<file path="src/rtl/sop_pkg.sv">
// rtl/sop_pkg.sv - shared mode encodings and debounce default for the SOP debounce unit
// Contents: sop_mode_e (debounced MODE pair encodings), DEB_CYCLES_DEFAULT.
package sop_pkg;

  typedef enum logic [1:0] {
    MODE_AND_OR  = 2'b00,  // OR of pair products
    MODE_OR_AND  = 2'b01,  // AND of pair sums
    MODE_XOR     = 2'b10,  // XOR of pair products
    MODE_NAND_OR = 2'b11   // inverted OR of pair products
  } sop_mode_e;

  // 10 ms at 50 MHz
  localparam int DEB_CYCLES_DEFAULT = 500000;

endpackage

</file>
<file path="src/rtl/sop_debounce_unit_sw_debounce.sv">
// rtl/sop_debounce_unit_sw_debounce.sv - one-bit 2-flop synchroniser plus stable-count debouncer
// Ports: i_clk clock, i_rst sync active-high reset, i_sw raw switch,
//        o_deb debounced value, o_busy debounce counter nonzero.
module sw_debounce
  import sop_pkg::*;
#(
  parameter int DEB_CYCLES = DEB_CYCLES_DEFAULT
) (
  input  logic i_clk,
  input  logic i_rst,
  input  logic i_sw,
  output logic o_deb,
  output logic o_busy
);

  localparam int CW = $clog2(DEB_CYCLES + 1);
  // Loading happens on the cycle the count would reach DEB_CYCLES, so the
  // counter itself never holds DEB_CYCLES and cannot wrap.
  localparam logic [CW-1:0] LAST = CW'(DEB_CYCLES - 1);

  logic          r_s1;
  logic          r_s2;
  logic          r_deb;
  logic [CW-1:0] r_cnt;

  always_ff @(posedge i_clk) begin
    if (i_rst) begin
      r_s1  <= 1'b0;
      r_s2  <= 1'b0;
      r_deb <= 1'b0;
      r_cnt <= '0;
    end else begin
      r_s1 <= i_sw;
      r_s2 <= r_s1;
      if (r_s2 == r_deb) begin
        r_cnt <= '0;
      end else if (r_cnt == LAST) begin
        r_deb <= r_s2;
        r_cnt <= '0;
      end else begin
        r_cnt <= r_cnt + 1'b1;
      end
    end
  end

  assign o_deb  = r_deb;
  assign o_busy = (r_cnt != '0);

endmodule

</file>
<file path="src/rtl/sop_debounce_unit.sv">
// rtl/sop_debounce_unit.sv - debounced switch pairs combined by a selectable sum-of-products mode
// Ports: CLOCK_50 clock, RESET sync active-high reset,
//        SW[2*PAIRS+1:0] raw switches (pair k = SW[2k+1:2k], MODE = top two bits),
//        LEDR[0] result, LEDR[1] all-settled flag, LEDR[CNT_W+1:2] result rising-edge count.
// Optional: SOP_EDGE_COUNT_EN enables the edge counter; otherwise LEDR[CNT_W+1:2] is 0.
module sop_debounce_unit
  import sop_pkg::*;
#(
  parameter int PAIRS      = 2,
  parameter int DEB_CYCLES = DEB_CYCLES_DEFAULT,
  parameter int CNT_W      = 4
) (
  input  logic                 CLOCK_50,
  input  logic                 RESET,
  input  logic [2*PAIRS+1:0]   SW,
  output logic [CNT_W+1:0]     LEDR
);

  localparam int NB = 2 * PAIRS + 2;

  logic [NB-1:0] w_deb;
  logic [NB-1:0] w_busy;
  sop_mode_e     w_mode;
  logic          w_or_p;
  logic          w_and_s;
  logic          w_xor_p;
  logic          w_result;
  logic          r_result;
  logic          r_settled;

  for (genvar g = 0; g < NB; g++) begin : g_deb
    sw_debounce #(
      .DEB_CYCLES(DEB_CYCLES)
    ) u_deb (
      .i_clk (CLOCK_50),
      .i_rst (RESET),
      .i_sw  (SW[g]),
      .o_deb (w_deb[g]),
      .o_busy(w_busy[g])
    );
  end

  assign w_mode = sop_mode_e'(w_deb[NB-1:NB-2]);

  always_comb begin
    w_or_p  = 1'b0;
    w_and_s = 1'b1;
    w_xor_p = 1'b0;
    for (int k = 0; k < PAIRS; k++) begin
      w_or_p  = w_or_p  | (w_deb[2*k] & w_deb[2*k+1]);
      w_and_s = w_and_s & (w_deb[2*k] | w_deb[2*k+1]);
      w_xor_p = w_xor_p ^ (w_deb[2*k] & w_deb[2*k+1]);
    end
    case (w_mode)
      MODE_AND_OR:  w_result = w_or_p;
      MODE_OR_AND:  w_result = w_and_s;
      MODE_XOR:     w_result = w_xor_p;
      MODE_NAND_OR: w_result = ~w_or_p;
      default:      w_result = 1'b0;
    endcase
  end

  always_ff @(posedge CLOCK_50) begin
    if (RESET) begin
      r_result  <= 1'b0;
      r_settled <= 1'b1;
    end else begin
      r_result  <= w_result;
      r_settled <= ~|w_busy;
    end
  end

`ifdef SOP_EDGE_COUNT_EN
  logic             r_prev;
  logic [CNT_W-1:0] r_edge_cnt;

  // Counts rising edges of the registered result; wraps naturally.
  always_ff @(posedge CLOCK_50) begin
    if (RESET) begin
      r_prev     <= 1'b0;
      r_edge_cnt <= '0;
    end else begin
      r_prev <= r_result;
      if (r_result && !r_prev) r_edge_cnt <= r_edge_cnt + 1'b1;
    end
  end

  assign LEDR = {r_edge_cnt, r_settled, r_result};
`else
  assign LEDR = {{CNT_W{1'b0}}, r_settled, r_result};
`endif

endmodule

</file>
<file path="config.mk">
export PLATFORM = sky130hd
export DESIGN_NAME = sop_debounce_unit
export DESIGN_NICKNAME = d
export VERILOG_FILES = /design/src/rtl/sop_pkg.sv /design/src/rtl/sop_debounce_unit_sw_debounce.sv /design/src/rtl/sop_debounce_unit.sv
export SDC_FILE = /design/constraint.sdc
export NUM_CORES = 1
export LEC_CHECK = 0
export ABC_AREA = 1
export CORE_MARGIN = 4
export CORE_UTILIZATION = 65
export CTS_BUF_LIST = sky130_fd_sc_hd__clkbuf_8 sky130_fd_sc_hd__clkbuf_16
export DETAILED_ROUTE_END_ITERATION = 12
export PLACE_DENSITY = 0.83
export SLEW_MARGIN = 40
export SYNTH_ARGS = -nofsm -noshare
export SYNTH_HDL_FRONTEND = slang
export SYNTH_SLANG_ARGS = --single-unit
</file>
<file path="constraint.sdc">
create_clock -name CLOCK_50 -period 3.8 [get_ports CLOCK_50]
set_input_delay 0.95 -clock CLOCK_50 [delete_from_list [all_inputs] [get_ports CLOCK_50]]
set_output_delay 0.95 -clock CLOCK_50 [all_outputs]
set_load 0.05 [all_outputs]
</file>
* After elaboration in Yosys (flattened, before gate mapping)
Index checks and enable logic that the tools add are counted.
Widths: inputs -> output; s select.
** Word-level totals
- Output and inout bits :: 6
- Input bits :: 8
- Memories :: 0
- Latch bits :: 0
- ROM bits :: 0
- Flip-flop bits (word level) :: 134
- Word-level logic and storage cells :: 83
- Bits in writable memories :: 0
** Cells by class
- Divide/modulo/power cells :: 0
- $add $sub $neg :: 6
- Eq/ne operators :: 15
- Bitwise logic cells :: 14
- $lt $le $gt $ge :: 0
- Multiply operators :: 0
- Shift operators :: 0
- Reductions and logical operators :: 21
- Muxes and demuxes :: 1
** Operators by type and width (number)
- $add 19x1->19 const B :: 6
- $eq 19x19->1 const B :: 6
- $reduce_bool 19->1 :: 6
- $reduce_or 3->1 :: 6
- $reduce_and 2->1 :: 6
- $not 1->1 :: 7
- $eq 1x1->1 :: 6
- $reduce_or 6->1 :: 1
- $eq 2x2->1 const B :: 2
- $pmux 1 s4 :: 1
- $and 1x1->1 :: 3
- $or 1x1->1 :: 3
- $eq 2x1->1 const B :: 1
- $logic_not 2->1 :: 1
- $logic_not 1->1 :: 1
- $xor 1x1->1 :: 1

* Longest topological paths before layout
Gate-level depths: netlist (run 1).
- Depth after elaboration :: 4
- Gate-level depth with buffers :: 10
- Depth with buffers taken out :: 10

* Modules after synthesis
A second synthesis (run 1) with hierarchy kept.
** Second synthesis, totals
- Cell total of the unflattened synthesis :: 1106
- Area total of the unflattened synthesis :: 7358.3 um2
** By module, submodules not included
- sw_debounce (g_deb[0].u_deb ...) :: times used 5, seq. area each 440.4 um2, area each 1198.6 um2, cells an instance 179
- sw_debounce (g_deb[2].u_deb) :: times used 1, seq. area each 440.4 um2, area each 1153.6 um2, cells an instance 178
- sop_debounce_unit :: times used 1, seq. area each 40.0 um2, area each 211.5 um2, cells an instance 33

* Worst setup path after synthesis (run 1)
Ideal clock, no wire load.
- Path type :: input port to flip-flop
- Start :: in RESET
- End :: reg g_deb[5].u_deb.r_cnt[12]
- Cell stages on the path :: 7
- Library setup time :: 62 ps
- Arrival :: 1674 ps
- Path buffers :: 2
- Path slack :: 2064 ps
- Required time :: 3738 ps
- Path through :: inv_2 > buf_4 > o21ai_1 > a21oi_2 > nand2_4 > buf_12 > nor2_2
** Between the ends
- Longest elaborated chain between the ends :: 1
** RTL lines
- from (decl) :: RTL line sop_debounce_unit.sv:14 : input logic RESET,
- $reduce_or 3->1 (no source line)
- to (signal assigned) :: RTL line sop_debounce_unit_sw_debounce.sv:41 : r_cnt <= r_cnt + 1'b1;
- to (decl) :: RTL line sop_debounce_unit_sw_debounce.sv:24 : logic [CW-1:0] r_cnt;
Every way passes these cells.
A chain may end at the register's enable or synchronous reset.

* Worst setup path in the final report (run 1)
- Start :: reg r_settled
- End :: out LEDR[1]
** RTL lines
- from (decl) :: RTL line sop_debounce_unit.sv:29 : logic r_settled;
- from (signal assigned) :: RTL line sop_debounce_unit.sv:69 : r_settled <= ~|w_busy;
- to (decl) :: RTL line sop_debounce_unit.sv:16 : output logic [CNT_W+1:0] LEDR
No word-level cell between the ends.

==> flow_metrics.env, run 1 <==
export IMPL_ant_nets=0
export IMPL_synth_edff_count=0
export IMPL_yosys_top_cells_count="nand2_1, nor2_1, inv_1"
export IMPL_die_area_um2=12800
export IMPL_yosys_area_top_type_share=0.373
export IMPL_cts_sinks=134
export IMPL_seq_area_frac_synth=0.373
export IMPL_drt_vias_per_instance=5.13
export IMPL_worst_path_max_delay_cell="clkdlybuf4s50_1"
export IMPL_root_buffer="clkbuf_8"
export IMPL_antenna_found_initial=0
export IMPL_maxSlewHeadroom=0.663
export IMPL_start_util=0.663
export IMPL_slowest_delay_ps=800
export IMPL_synth_area_um2=7190
export IMPL_die_y_um=113
export IMPL_nFillCells=900
export IMPL_ys_warn_count=0
export IMPL_hold_violations=0
export IMPL_avgSynthCellArea_um2=6.59
export IMPL_cts_hold_buffers=0
export IMPL_tns_ps=0
export IMPL_final_area_um2=8000
export IMPL_globalplace_congestion=0.899
export IMPL_grt_pass1_vias=6034
export IMPL_fin_worst_skew_ps=5.25
export IMPL_slew_violations=0
export IMPL_rows=38
export IMPL_critical_path_top_delay_family="buffers and inverters"
export IMPL_grt_pass1_wl_um=26600
export IMPL_io_buffers=9
export IMPL_cts_tree="yes"
export IMPL_path_cells="clkdlybuf4s50_1"
export IMPL_peakVddDrop_v=0.000391
export IMPL_drtIter0Drc=426
export IMPL_required_ps=2850
export IMPL_path_class="register to output pin"
export IMPL_synthMostInstantiatedCell="nand2_1"
export IMPL_n_antenna_cell=0
export IMPL_dpl_cell_area_um2=7340
export IMPL_drt_first_pass_iters=5
export IMPL_max_cap_viol_count=0
export IMPL_yosys_area_top_type="dfxtp_1"
export IMPL_area_growth_pct=11.2
export IMPL_async_flop_share=0
export IMPL_start_kind="register"
export IMPL_wl_per_cell_um=12.1
export IMPL_min_path_type="register to register"
export IMPL_drc=0
export IMPL_ys_flop_type="dfxtp_1"
export IMPL_io_pins=14
export IMPL_post_route_min_period_ps=2640
export IMPL_worst_pin_slew_ps=504
export IMPL_grt_start_max_net_pins=20
export IMPL_outcome="finished, final reports clean"
export IMPL_crit_fanout=1
export IMPL_grt_usage=0.255
export IMPL_ys_seq_elements=134
export IMPL_clk_pin_slew_ps=60
export IMPL_dpl_hpwl_um=11000
export IMPL_clkLatencyLatePin_ps=540
export IMPL_power_leakage_nw=3.04
export IMPL_synthDistinctLibCells=37
export IMPL_synthTopCellsByArea="dfxtp_1, nand2_1, nor2_1, inv_1, xor2_1"
export IMPL_endpoint_kind="output pin"
export IMPL_p_per_area_nw_per_um2=411
export IMPL_die_w_um=113
export IMPL_synth_cells=1091
export IMPL_coreArea_um2=10800
export IMPL_overflow=0
export IMPL_max_clock_freq_mhz=379
export IMPL_cp_buffers_inverters=1
export IMPL_drive_above_1_share=0.0651
export IMPL_cp_data_arrival_time_ps=1690
export IMPL_num_vias=6470
export IMPL_finalCritPeriodShare=0.694
export IMPL_final_nets=1130
export IMPL_clock_path_buffers=2
export IMPL_cts_max_level=4
export IMPL_routed_wirelength_um=15300
export IMPL_post_cts_buffers=0
export IMPL_rsz0062_at_grt="false"
export IMPL_ctsResizeCount=0
export IMPL_cts_made_buffers=17
export IMPL_setup_violations=0
==> sequential cells by signal, indices dropped and copies added (netlist names) <==
register           flops
g_deb.u_deb.r_s2       6
g_deb.u_deb.o_deb      6
g_deb.u_deb.r_s1       6
g_deb.u_deb.r_cnt    114
r_result               1
r_settled              1
==> report_power, final <==
group	internal, mW	switching (mW)
clock network	1.21	0.597
registers	1.41	0.00604
logic	0.0188	0.0407
==> kinds of logic after synthesis <==
group,share of synthesized area
fa+ha+maj,0.0226
compound gates,0.0463
simple gates,0.395
other cells,0.000522
flops,0.373
xor+xnor,0.0585
buf+inv,0.104
==> stage by stage <==
stage	util	power, mW	hold WS, ps	worst slack, ps	std cells
2_1_floorplan	-	1.50	388	2060	1094
3_3_place_gp	0.677	1.51	392	1250	1230
3_5_place_dp	0.677	1.51	402	1210	1230
4_1_cts	0.738	3.31	411	1160	1261
5_1_grt	0.738	3.38	434	1130	1261
6_report	0.738	3.29	408	1160	1261
==> per-layer routing <==
| layer | vias to the layer above | track usage | wire length (um) |
|---|---|---|---|
| li1 | 3403 | - | - |
| met1 | 2892 | 0.314 | 7030 |
| met2 | 147 | 0.435 | 7260 |
| met3 | 28 | 0.0701 | 779 |
| met4 | 0 | 0.0793 | 251 |
| met5 | - | 0 | 0 |
==> area by class of cell <==
cell class,count,area (um^2),area share
clock buffer,22,483,0.0604
timing repair buffer,10,97.6,0.0122
inverter,163,612,0.0765
tap,140,175,0.0219
multi-input combinational,783,3770,0.472
clock inverter,9,171,0.0214
sequential,134,2680,0.336
==> cell usage in the layout, fill, tap and decap left out, types with 7 or more instances in the layout <==
cell type and instances:
ha_1 13, clkbuf_16 16, nor2_2 13, nand2_2 7
xnor2_1 9, o21ai_0 14, clkdlybuf4s50_1 9, nand4_1 33
dfxtp_1 134, nand2_1 266, inv_1 162, xor2_1 39
nor2_1 234, a21oi_1 40, nand3_1 54, nor3_1 25
==> path summary, 6_finish.rpt <==
path	start	cells after the start	slack, ps	end
hold / removal	g_deb[2].u_deb.r_s1	2	410	g_deb[2].u_deb.r_s2
hold reg to reg	g_deb[2].u_deb.r_s1	2	410	g_deb[2].u_deb.r_s2
setup reg to reg	g_deb[2].u_deb.r_cnt[0]	8	1990	g_deb[2].u_deb.r_cnt[15]
setup / recovery	r_settled	1	1160	LEDR[1]
(Power assumes the default switching activity.)
==> run 2, diff against run 1 <==
- CORE_UTILIZATION: 65 -> 57
- PLACE_DENSITY: 0.83 -> 0.77
- clock period: 3.8 -> 2.2 ns (I/O delays scaled with it)
==> run 2 against run 1 <==
  * Sequential power is 73% higher
  * Global-route usage shrank 3.0 points
  * Clock-buffer cell count is 3 lower
  * Final cell count up 2.4%
  * Core utilization fell by 7.5 points
  * Clock skew hardly changed
  * Critical path depth did not move
==> flow_metrics.env, run 2 (synthesized netlist as in run 1, its figures left out) <==
export IMPL_io_buffers=9
export IMPL_multi_input_area_um2=3770
export IMPL_critical_path_top_delay_family="buffers and inverters"
export IMPL_tns_ps=0
export IMPL_wl_per_cell_um=12.0
export IMPL_path_cells="clkdlybuf4s50_1"
export IMPL_largest_reg_flops=114
export IMPL_hold_violations=0
export IMPL_min_path_type="register to register"
export IMPL_start_kind="register"
export IMPL_p_comb_frac=0.018
export IMPL_root_buffer="clkbuf_16"
export IMPL_cts_max_level=4
export IMPL_largest_register="g_deb.u_deb.r_cnt"
export IMPL_drt_vias_per_instance=4.96
export IMPL_n_antenna_cell=0
export IMPL_grt_start_max_net_pins=19
export IMPL_layout_commonest_cell="nand2_1"
export IMPL_post_cts_buffers=0
export IMPL_die_w_um=120
export IMPL_clockPowerShare=0.551
export IMPL_grt_pass1_vias=5876
export IMPL_utilization=0.662
export IMPL_max_clock_freq_mhz=474
export IMPL_cp_buffers_inverters=1
export IMPL_worst_path_max_delay_cell="clkdlybuf4s50_1"
export IMPL_finalCritPeriodShare=0.959
export IMPL_clkLatencyLatePin_ps=420
export IMPL_antenna_found_initial=0
export IMPL_rows=40
export IMPL_power_internal_mw=4.54
export IMPL_maxSlewHeadroom=0.668
export IMPL_grt_usage=0.225
export IMPL_cp_data_arrival_time_ps=1560
export IMPL_required_ps=1650
export IMPL_seq_area_um2=2680
export IMPL_drc=0
export IMPL_dpl_hpwl_um=11200
export IMPL_num_vias=6402
export IMPL_coreArea_um2=12200
export IMPL_start_util=0.591
export IMPL_ctsResizeCount=0
export IMPL_nFillCells=1095
export IMPL_cts_hold_buffers=0
export IMPL_area_growth_pct=12.0
export IMPL_power_leakage_nw=3.04
export IMPL_drtIter0Drc=488
export IMPL_p_sw_mw=1.16
export IMPL_die_y_um=120
export IMPL_crit_fanout=1
export IMPL_final_nets=1131
export IMPL_drive_above_1_share=0.0677
export IMPL_rsz0062_at_grt="false"
export IMPL_overflow=0
export IMPL_io_pins=14
export IMPL_p_seq_frac=0.431
export IMPL_die_area_um2=14500
export IMPL_cts_made_buffers=17
export IMPL_p_sw_frac=0.203
export IMPL_slowest_delay_ps=810
export IMPL_most_common_layout_cells="nand2_1, nor2_1, inv_1"
export IMPL_routed_wirelength_um=15400
export IMPL_setup_violations=0
export IMPL_drt_first_pass_iters=5
export IMPL_globalplace_congestion=0.889
export IMPL_path_class="register to output pin"
export IMPL_worst_pin_slew_ps=496
export IMPL_cts_sinks=134
export IMPL_max_cap_viol_count=0
export IMPL_cts_tree="yes"
export IMPL_slew_violations=0
export IMPL_endpoint_kind="output pin"
export IMPL_clk_pin_slew_ps=60
export IMPL_peakVddDrop_v=0.000679
export IMPL_post_route_min_period_ps=2110
export IMPL_ant_nets=0
export IMPL_outcome="finished, final reports clean"
export IMPL_grt_pass1_wl_um=26600
export IMPL_fin_worst_skew_ps=5.01
export IMPL_clock_path_buffers=2
export IMPL_p_per_area_nw_per_um2=707
-- run 2: final timing paths --
path	to	cells past startpoint	from	slack (ps)
worst min-delay path	g_deb[2].u_deb.r_s2	2	g_deb[2].u_deb.r_s1	400
worst min register to register	g_deb[2].u_deb.r_s2	2	g_deb[2].u_deb.r_s1	400
worst max-delay path	LEDR[0]	1	r_result	90
worst max register to register	g_deb[5].u_deb.r_cnt[16]	10	g_deb[5].u_deb.r_cnt[0]	460
-- run 2: power groups by stage --
stage	clock network (mW)	registers (mW)	logic, mW
2_1_floorplan	0	2.50	0.0844
3_3_place_gp	0	2.51	0.103
3_5_place_dp	0	2.51	0.105
4_1_cts	3.18	2.45	0.106
5_1_grt	3.29	2.45	0.115
6_report	3.14	2.45	0.104
-- run 2: stage by stage --
step	cell area (um^2)	instances	total power, mW	worst slack (ps)	hold slack, ps
finish	8050	1291	5.70	89.7	403
global route	8050	1291	5.86	39.8	429
CTS	8050	1291	5.74	61.8	403
detailed placement	7400	1259	2.61	135	395
global placement	7400	1259	2.61	180	388
floorplan	7200	1094	2.59	743	388
-- run 2: final cells by class --
type                       instances  share of cell area
clock buffer                      19              0.0563
timing repair buffer              11              0.0146
multi-input combinational        783               0.469
tap                              168              0.0261
sequential                       134               0.333
clock inverter                    13              0.0252
inverter                         163              0.0760
-- run 2: layer usage --
metal,track usage,share of wire,up-vias
li1,-,-,3397
met1,0.299,0.49,2853
met2,0.356,0.45,129
met3,0.0533,0.047,23
met4,0.0843,0.019,0
met5,0,0,-
==> run 3, diff against run 2 <==
- HOLD_SLACK_MARGIN: default -> 0.05
==> results of run 3 <==
Final layout, timing and power as in run 2 (identical DEF).
